==> src/rtl/morse_keyer_seq_if.sv <==
// Character handshake and keyer status bundle between a message source and morse_keyer_seq.
interface morse_keyer_seq_if;
    logic       iVALID;
    logic [5:0] iCHAR;
    logic       oREADY;
    logic       oBUSY;
    logic       oKEY;
    logic       oSOUND;
    logic       oERR;

    modport master (
        output iVALID, iCHAR,
        input  oREADY, oBUSY, oKEY, oSOUND, oERR
    );

    modport slave (
        input  iVALID, iCHAR,
        output oREADY, oBUSY, oKEY, oSOUND, oERR
    );
endinterface

==> src/rtl/morse_keyer_seq.sv <==
// Morse keyer: accepts one character code at a time, looks it up in a Morse ROM and
// times marks/gaps in dot units, gating a free-running tone onto the speaker.
module morse_keyer_seq #(
    parameter int unsigned UNIT_CYCLES = 6250000,
    parameter int unsigned TONE_BIT    = 17,
    parameter int unsigned CNT_W       = 26
) (
    input  logic              iCLK,
    input  logic              iRST,
    morse_keyer_seq_if.slave  bus
);
    localparam int unsigned TONE_W = TONE_BIT + 1;
    localparam logic [CNT_W-1:0] DOT_LOAD  = CNT_W'(UNIT_CYCLES - 1);
    localparam logic [CNT_W-1:0] DASH_LOAD = CNT_W'(3 * UNIT_CYCLES - 1);
    localparam logic [CNT_W-1:0] WGAP_LOAD = CNT_W'(4 * UNIT_CYCLES - 1);
    localparam logic [5:0]       WORD_SPACE = 6'd63;

    typedef enum logic [2:0] {IDLE, MARK, GAP, LGAP, WGAP} stateType;

    stateType          state, stateNext;
    logic [CNT_W-1:0]  cnt, cntNext;
    logic [4:0]        pat, patNext;
    logic [2:0]        elemLeft, elemNext;
    logic [TONE_W-1:0] toneCnt;
    logic              keyReg, keyNext;
    logic              busyReg;
    logic              errReg, errNext;
    logic [2:0]        romLen;
    logic [4:0]        romPat;
    logic              cntDone;

    // Morse ROM: length and left-aligned pattern, first element in bit 4, 1 = dash; length 0 = invalid
    always_comb begin
        {romLen, romPat} = 8'd0;
        case (bus.iCHAR)
            6'd0:  {romLen, romPat} = {3'd2, 5'b01000};
            6'd1:  {romLen, romPat} = {3'd4, 5'b10000};
            6'd2:  {romLen, romPat} = {3'd4, 5'b10100};
            6'd3:  {romLen, romPat} = {3'd3, 5'b10000};
            6'd4:  {romLen, romPat} = {3'd1, 5'b00000};
            6'd5:  {romLen, romPat} = {3'd4, 5'b00100};
            6'd6:  {romLen, romPat} = {3'd3, 5'b11000};
            6'd7:  {romLen, romPat} = {3'd4, 5'b00000};
            6'd8:  {romLen, romPat} = {3'd2, 5'b00000};
            6'd9:  {romLen, romPat} = {3'd4, 5'b01110};
            6'd10: {romLen, romPat} = {3'd3, 5'b10100};
            6'd11: {romLen, romPat} = {3'd4, 5'b01000};
            6'd12: {romLen, romPat} = {3'd2, 5'b11000};
            6'd13: {romLen, romPat} = {3'd2, 5'b10000};
            6'd14: {romLen, romPat} = {3'd3, 5'b11100};
            6'd15: {romLen, romPat} = {3'd4, 5'b01100};
            6'd16: {romLen, romPat} = {3'd4, 5'b11010};
            6'd17: {romLen, romPat} = {3'd3, 5'b01000};
            6'd18: {romLen, romPat} = {3'd3, 5'b00000};
            6'd19: {romLen, romPat} = {3'd1, 5'b10000};
            6'd20: {romLen, romPat} = {3'd3, 5'b00100};
            6'd21: {romLen, romPat} = {3'd4, 5'b00010};
            6'd22: {romLen, romPat} = {3'd3, 5'b01100};
            6'd23: {romLen, romPat} = {3'd4, 5'b10010};
            6'd24: {romLen, romPat} = {3'd4, 5'b10110};
            6'd25: {romLen, romPat} = {3'd4, 5'b11000};
            6'd26: {romLen, romPat} = {3'd5, 5'b11111};
            6'd27: {romLen, romPat} = {3'd5, 5'b01111};
            6'd28: {romLen, romPat} = {3'd5, 5'b00111};
            6'd29: {romLen, romPat} = {3'd5, 5'b00011};
            6'd30: {romLen, romPat} = {3'd5, 5'b00001};
            6'd31: {romLen, romPat} = {3'd5, 5'b00000};
            6'd32: {romLen, romPat} = {3'd5, 5'b10000};
            6'd33: {romLen, romPat} = {3'd5, 5'b11000};
            6'd34: {romLen, romPat} = {3'd5, 5'b11100};
            6'd35: {romLen, romPat} = {3'd5, 5'b11110};
            default: {romLen, romPat} = 8'd0;
        endcase
    end

    assign cntDone = (cnt == '0);

    // Next-state, duration reload and element bookkeeping
    always_comb begin
        stateNext = state;
        cntNext   = cnt;
        patNext   = pat;
        elemNext  = elemLeft;
        errNext   = 1'b0;
        case (state)
            IDLE: begin
                if (bus.iVALID) begin
                    if (bus.iCHAR == WORD_SPACE) begin
                        stateNext = WGAP;
                        cntNext   = WGAP_LOAD;
                    end else if (romLen != 3'd0) begin
                        stateNext = MARK;
                        patNext   = romPat;
                        elemNext  = romLen;
                        cntNext   = romPat[4] ? DASH_LOAD : DOT_LOAD;
                    end else begin
                        errNext = 1'b1;
                    end
                end
            end
            MARK: begin
                if (cntDone) begin
                    patNext  = {pat[3:0], 1'b0};
                    elemNext = elemLeft - 3'd1;
                    if (elemLeft == 3'd1) begin
                        stateNext = LGAP;
                        cntNext   = DASH_LOAD;
                    end else begin
                        stateNext = GAP;
                        cntNext   = DOT_LOAD;
                    end
                end else begin
                    cntNext = cnt - CNT_W'(1);
                end
            end
            GAP: begin
                if (cntDone) begin
                    stateNext = MARK;
                    cntNext   = pat[4] ? DASH_LOAD : DOT_LOAD;
                end else begin
                    cntNext = cnt - CNT_W'(1);
                end
            end
            LGAP, WGAP: begin
                if (cntDone) begin
                    stateNext = IDLE;
                end else begin
                    cntNext = cnt - CNT_W'(1);
                end
            end
            default: stateNext = IDLE;
        endcase
        keyNext = (stateNext == MARK);
    end

    always_ff @(posedge iCLK) begin
        if (iRST) begin
            state    <= IDLE;
            cnt      <= '0;
            pat      <= '0;
            elemLeft <= '0;
            toneCnt  <= '0;
            keyReg   <= 1'b0;
            busyReg  <= 1'b0;
            errReg   <= 1'b0;
        end else begin
            state    <= stateNext;
            cnt      <= cntNext;
            pat      <= patNext;
            elemLeft <= elemNext;
            toneCnt  <= toneCnt + TONE_W'(1);
            keyReg   <= keyNext;
            busyReg  <= (stateNext != IDLE);
            errReg   <= errNext;
        end
    end

    assign bus.oREADY = (state == IDLE);
    assign bus.oBUSY  = busyReg;
    assign bus.oKEY   = keyReg;
    assign bus.oSOUND = keyReg & toneCnt[TONE_BIT];
    assign bus.oERR   = errReg;
endmodule

==> src/flat_wrapper.sv <==
// flat-port wrapper written by rule: the top's interface ports become plain ports
module morse_keyer_seq_flat 
#(
    parameter int unsigned UNIT_CYCLES = 6250000,
    parameter int unsigned TONE_BIT    = 17,
    parameter int unsigned CNT_W       = 26
)
  (iCLK, iRST, bus_iVALID, bus_iCHAR, bus_oREADY, bus_oBUSY, bus_oKEY, bus_oSOUND, bus_oERR);
  morse_keyer_seq_if bus_i ();
  input  logic iCLK;
  input  logic iRST;
  input wire logic [$bits(bus_i.iVALID)-1:0] bus_iVALID;
  input wire logic [$bits(bus_i.iCHAR)-1:0] bus_iCHAR;
  output wire logic [$bits(bus_i.oREADY)-1:0] bus_oREADY;
  output wire logic [$bits(bus_i.oBUSY)-1:0] bus_oBUSY;
  output wire logic [$bits(bus_i.oKEY)-1:0] bus_oKEY;
  output wire logic [$bits(bus_i.oSOUND)-1:0] bus_oSOUND;
  output wire logic [$bits(bus_i.oERR)-1:0] bus_oERR;
  assign bus_i.iVALID = bus_iVALID;
  assign bus_i.iCHAR = bus_iCHAR;
  assign bus_oREADY = bus_i.oREADY;
  assign bus_oBUSY = bus_i.oBUSY;
  assign bus_oKEY = bus_i.oKEY;
  assign bus_oSOUND = bus_i.oSOUND;
  assign bus_oERR = bus_i.oERR;
  morse_keyer_seq #(.UNIT_CYCLES(UNIT_CYCLES), .TONE_BIT(TONE_BIT), .CNT_W(CNT_W)) u_core (.iCLK(iCLK), .iRST(iRST), .bus(bus_i));
endmodule
==> config.mk <==
export PLATFORM = sky130hd
export DESIGN_NAME = morse_keyer_seq_flat
export DESIGN_NICKNAME = d
export VERILOG_FILES = /design/src/rtl/morse_keyer_seq_if.sv /design/src/rtl/morse_keyer_seq.sv /design/src/flat_wrapper.sv
export SDC_FILE = /design/constraint.sdc
export NUM_CORES = 1
export LEC_CHECK = 0
export CORE_AREA = 2 2 100 102
export CTS_CLUSTER_DIAMETER = 80
export CTS_CLUSTER_SIZE = 8
export DETAILED_ROUTE_END_ITERATION = 10
export DIE_AREA = 0 0 102 104
export PLACE_DENSITY = 0.54
export SYNTH_ARGS = -nofsm -noshare
export SYNTH_HDL_FRONTEND = slang
export SYNTH_SLANG_ARGS = --single-unit
==> constraint.sdc <==
create_clock -name iCLK -period 2.9 [get_ports iCLK]
set_input_delay 0.435 -clock iCLK [delete_from_list [all_inputs] [get_ports iCLK]]
set_output_delay 0.435 -clock iCLK [all_outputs]
set_load 0.01 [all_outputs]
Word level (Yosys, flattened, before mapping)
Memories as Yosys holds them, arrays and structs flattened.
Index checks and enable logic that the tools add are counted.
- output and inout bits: 5
- flip-flop bits (word level): 58
- memories: 1
- memory bits (read-only): 512
- input port bits: 9
- memories (memory ; depth ; bits a word ; read ports ; clocked after memory_dff ; wr ports ; line ; RTL):
    (no name shown) ; 64 ; 8 ; 1 ; 0 ; 0 ; morse_keyer_seq.sv:35 ; case (bus.iCHAR)
- equal/unequal tests: 13
- $add $sub $neg: 3
- bitwise operators: 3
- reductions and logical operators: 10
- mux-type cells: 29
- operator list (operator ; count):
    two-way mux 26 bit ; 6
    one-hot mux 26 bit (4 select lines) ; 1
    two-way mux 25 bit ; 3
    two-way mux 3 bit ; 10
    zero test 26 bit ; 1
    subtractor 26 x 1 -> 26 bit, second input constant ; 1
    two-way mux 5 bit ; 4
    adder 18 x 1 -> 18 bit, second input constant ; 1
    one-hot mux 3 bit (4 select lines) ; 1
    one-hot mux 5 bit (2 select lines) ; 1
    equality test 3 x 1 -> 1 bit, second input constant ; 3
    equality test 3 x 2 -> 1 bit, second input constant ; 2
    equality test 6 bit, second input constant ; 1
    inequality test 2 bit, second input constant ; 3
    one-hot mux 3 bit (2 select lines) ; 1
    nonzero test 3 bit ; 2
    AND reduction 5 bit ; 1
    inequality test 2 x 1 -> 1 bit, second input constant ; 2
    AND reduction 4 bit ; 1
    nonzero test 4 bit ; 1
    OR reduction 4 bit ; 1
    equality test 3 bit, second input constant ; 1
    zero test 3 bit ; 1
    inequality test 3 x 1 -> 1 bit, second input constant ; 1
    6 further kinds ; 8

Longest topological paths before layout
An unclocked memory read counts as a cell.
- word-level depth: 7
- depth in mapped cells: 12
- mapped depth without buffers: 9

Worst setup path after synthesis
OpenSTA, ideal clock, no wires.
- kind: input-to-reg
- from: input port bus_iCHAR[1]
- to: register u_core.pat[4]
- path buffers: 2
- stages: 11
- data arrival time: 2.542 ns
- setup slack: 0.230 ns
- path through: clkbuf_1 > inv_1 > ha_1 > nor2b_1 > o211ai_1 > a31oi_1 > or3_1 > a22oi_2 > buf_2 > mux2i_1 > nor2_1
- longest elaborated chain between the ends: 5
- ends and longest elaborated chain (element ; line ; RTL):
    start, declared ; flat_wrapper.sv:13 ; input wire logic [$bits(bus_i.iCHAR)-1:0] bus_iCHAR;
    memory (64 x 8 bit) ; - ;
    two-way mux 5 bit ; morse_keyer_seq.sv:91 ; end else if (romLen != 3'd0) begin
    two-way mux 5 bit ; morse_keyer_seq.sv:88 ; if (bus.iCHAR == WORD_SPACE) begin
    two-way mux 5 bit ; morse_keyer_seq.sv:87 ; if (bus.iVALID) begin
    one-hot mux 5 bit (2 select lines) ; morse_keyer_seq.sv:85 ; case (state)
    end signal, assigned ; morse_keyer_seq.sv:149 ; pat <= patNext;
    end, declared ; morse_keyer_seq.sv:22 ; logic [4:0] pat, patNext;
Parallel ways exist; a longest one is shown, timed or not. The select of a mux whose other input is x is not followed.
A chain may end at the register's enable or synchronous reset.

Final worst setup path
- from: input port bus_iCHAR[0]
- to: register u_core.cnt[1]
- longest elaborated chain between the ends: 4
- ends and longest elaborated chain (element ; line ; RTL):
    memory (64 x 8 bit) / equality test 6 bit (equally long branches) ; - ;
    nonzero test 3 bit / two-way mux 26 bit (equally long branches) ; morse_keyer_seq.sv:91, morse_keyer_seq.sv:88 ;
    inequality test 3 x 1 -> 1 bit (no source line) / two-way mux 26 bit (equally long branches) ; - ;
    AND reduction 4 bit (no source line) / one-hot mux 26 bit (4 select lines) (equally long branches) ; - ;
    end signal, assigned ; morse_keyer_seq.sv:148 ; cnt <= cntNext;
    end, declared ; morse_keyer_seq.sv:21 ; logic [CNT_W-1:0] cnt, cntNext;
Parallel ways exist; a longest one is shown, timed or not. The select of a mux whose other input is x is not followed.

==> impl_metrics.toml <==
[sta]
rsz0062_at_grt = "no"
setup_viol = 0
hold_ws_ns = 0.447
hold_viol = 0
relSlewSlack_pct = 49.5
final.setup.worst_slack_ns = 0.168
tightest_slew_ns = 0.752
finClkSkew_ns = 0.00904
fin_crit_sh_pct = 94.2
fin_tns_setup_ns = 0
max_freq_mhz = 366
slew_violations = 0
period_needed_ns = 2.73

[hold_path]
min_path_type = "flip-flop to flip-flop"
min_from = "u_core.pat[2]"

[global_routing]
grt_pass1_wl_um = 16900
grt_pass1_vias = 3500
globalRouteOverflowTotal = 0
antenna_found_initial = 0
gr-usage-all-layers_pct = 19.4
grt_max_degree = 27

[cells_and_area]
area_growth_pct = 20.6
stdcell_area_sq_um = 4500
diodes = 0
layout-drive-gt1-share_pct = 17.2
most-common-layout-cells = "dfxtp_1 (58), nor2_1 (56), buf_4 (52), nand2_1 (47), a21oi_1 (47)"
nets = 548
final_common_cell = "dfxtp_1"

[yosys]
synthFlopType = "dfxtp_1"
syn_nets = 501
yosysWarnings = 0
postSynthCellCount = 483
synth_area_sq_um = 3730
ys_seq_elements = 58
synthArstFlopShare_pct = 0
yosysSeqAreaShare_pct = 31.1
avgSynthCellArea_sq_um = 7.73
ys_types = 68
synth_edf_count = 0

[clock_tree]
cts_sinks = 58
tritoncts = "done"
clk_path_buf_depth = 2
clk_latency_ns = 0.34
numCtsBuffers = 9
cts-htree-levels = 3
cts_root_buf = "clkbuf_8"
clkTransAtPathRegs_ns = 0.07

[route]
dr.first_iter.drc_count = 123
drc_errors = 0
vias_per_cell = 5.43
vias = 3625
wl_per_cell_um = 14.7
totalWireLength_um = 9820
drtAntennaViolNets = 0
first_pass_iters = 7

[setup_path]
end_kind = "flip-flop"
crit_chain = "clkdlybuf4s50_1, inv_1, ha_1, nor2b_1, o211ai_1, a31oi_1, o41a_1, o21a_1, buf_12, buf_4, a311oi_2"
required_ns = 3.15
worstPathMaxFanout = 26
crit_path_start = "bus_iCHAR[0]"
slowest_stage = "clkdlybuf4s50_1"
cpPeakStageDelay_ns = 0.52
critical_path_arrival_ns = 2.98
crit_type = "input pin to flip-flop"
crit_path_start_kind = "input pin"
reg2reg_from = "u_core.cnt[0]"

[job]
max_cap_viol_count = 0

[floorplanning]
die_area_sq_um = 10600
fp-row-count = 36
die_y_um = 104
initial_utilization_pct = 39.1
core_area_sq_um = 9550
ios = 14
die_x_um = 102

[power_and_ir_drop]
power.share.combinational_pct = 29.2
p_int_mw = 1.60
switching_share_pct = 33.0
total_power_mw = 2.39
pwr-share-seq_pct = 38.3
p_per_area_nw_per_um2 = 531
p_leak_nw = 1.70
vdd_ir_drop_max_uv = 404
switchingPower_mw = 0.789
clockPowerShare_pct = 32.5

[placed_design]
dpl_cell_area_sq_um = 4260
dp_slack_ns = -0.219
place_hpwl_um = 7170
numPortBuffers = 13
gp_congestion = 0.841

[outcome]
status = "finished, final reports clean"
==> state kept, by name (all words and copies together) (netlist names) <==
name / cells
u_core.pat: 5
u_core.bus.oBUSY: 1
u_core.toneCnt: 18
u_core.state: 3
u_core.elemLeft: 3
u_core.bus.oERR: 1
u_core.cnt: 26
u_core.bus.oKEY: 1
==> per-stage QoR <==
step                      instances  util [%]
final                           668      47.2
after floorplan                 483         -
after CTS                       665      46.8
after global routing            668      47.2
after global placement          649      44.6
after detailed placement        649      44.6
==> worst max-delay path, delay by kind of cell <==
kind                       cells  cell delay, ns
buffers and inverters          4            0.93
and+or+nand+nor                1            0.14
adders and majority gates      1            0.34
AOI/OAI and AO/OA              5            1.12
==> synthesized netlist by cell type, types with 11 or more instances <==
library cell | count | area share [%]
dfxtp_1 | 58 | 31
nor2_1 | 56 | 5.6
a21oi_1 | 47 | 6.3
nand2_1 | 47 | 4.7
o21ai_0 | 27 | 3.6
clkbuf_1 | 19 | 1.9
xor2_1 | 15 | 3.5
nand3_1 | 14 | 1.9
nor2b_1 | 12 | 2.0
inv_1 | 11 | 1.1
nand2b_1 | 11 | 1.8
nor3_1 | 11 | 1.5
==> layer usage <==
metal | global-route usage (%) | up-vias | share of wire [%]
li1 | - | 1843 | -
met1 | 26.8 | 1695 | 49
met2 | 30.3 | 70 | 46
met3 | 4.23 | 17 | 3.8
met4 | 5.52 | 0 | 1.6
met5 | 0 | - | 0
==> area by class of cell <==
class                   instances  area [sq um]
repair buffers                 67           558
multi-input cells             383          2370
clock inverters                 4          50.0
flip-flops and latches         58          1160
clock buffers                  12           155
fillers                       959          5040
inverters                      11          41.3
well taps                     133           166
==> worst paths after layout <==
kind,slack (ns),end,cells past startpoint
worst max-delay path,0.17,u_core.cnt[1],11
worst min-delay path,0.45,u_core.pat[2],2
worst max register to register,0.23,u_core.cnt[11],11
worst min register to register,0.45,u_core.pat[2],2
==> power groups by stage <==
stage               clock network [mW]  logic, mW  registers [mW]
floorplan                            0      0.478           0.914
global placement                     0      0.682           0.932
detailed placement                   0      0.686           0.934
CTS                              0.795      0.692           0.915
global route                     0.827      0.774           0.926
finish                           0.777      0.698           0.916
==> cell families after synthesis <==
kind of cell | count (synthesis) | synth area share [%]
buf+inv | 42 | 5.39
flops | 58 | 31.1
fa+ha+maj | 9 | 3.02
simple gates | 210 | 28.8
compound gates | 140 | 25.4
xor+xnor | 17 | 3.99
mux | 7 | 2.24
==> repair_timing <==
action,in CTS,in global routing
setup endpoints to repair,0,13
setup buffers,0,3
resized for setup,0,1
hold buffers,0,0
Power figures use the tool's default switching activity.
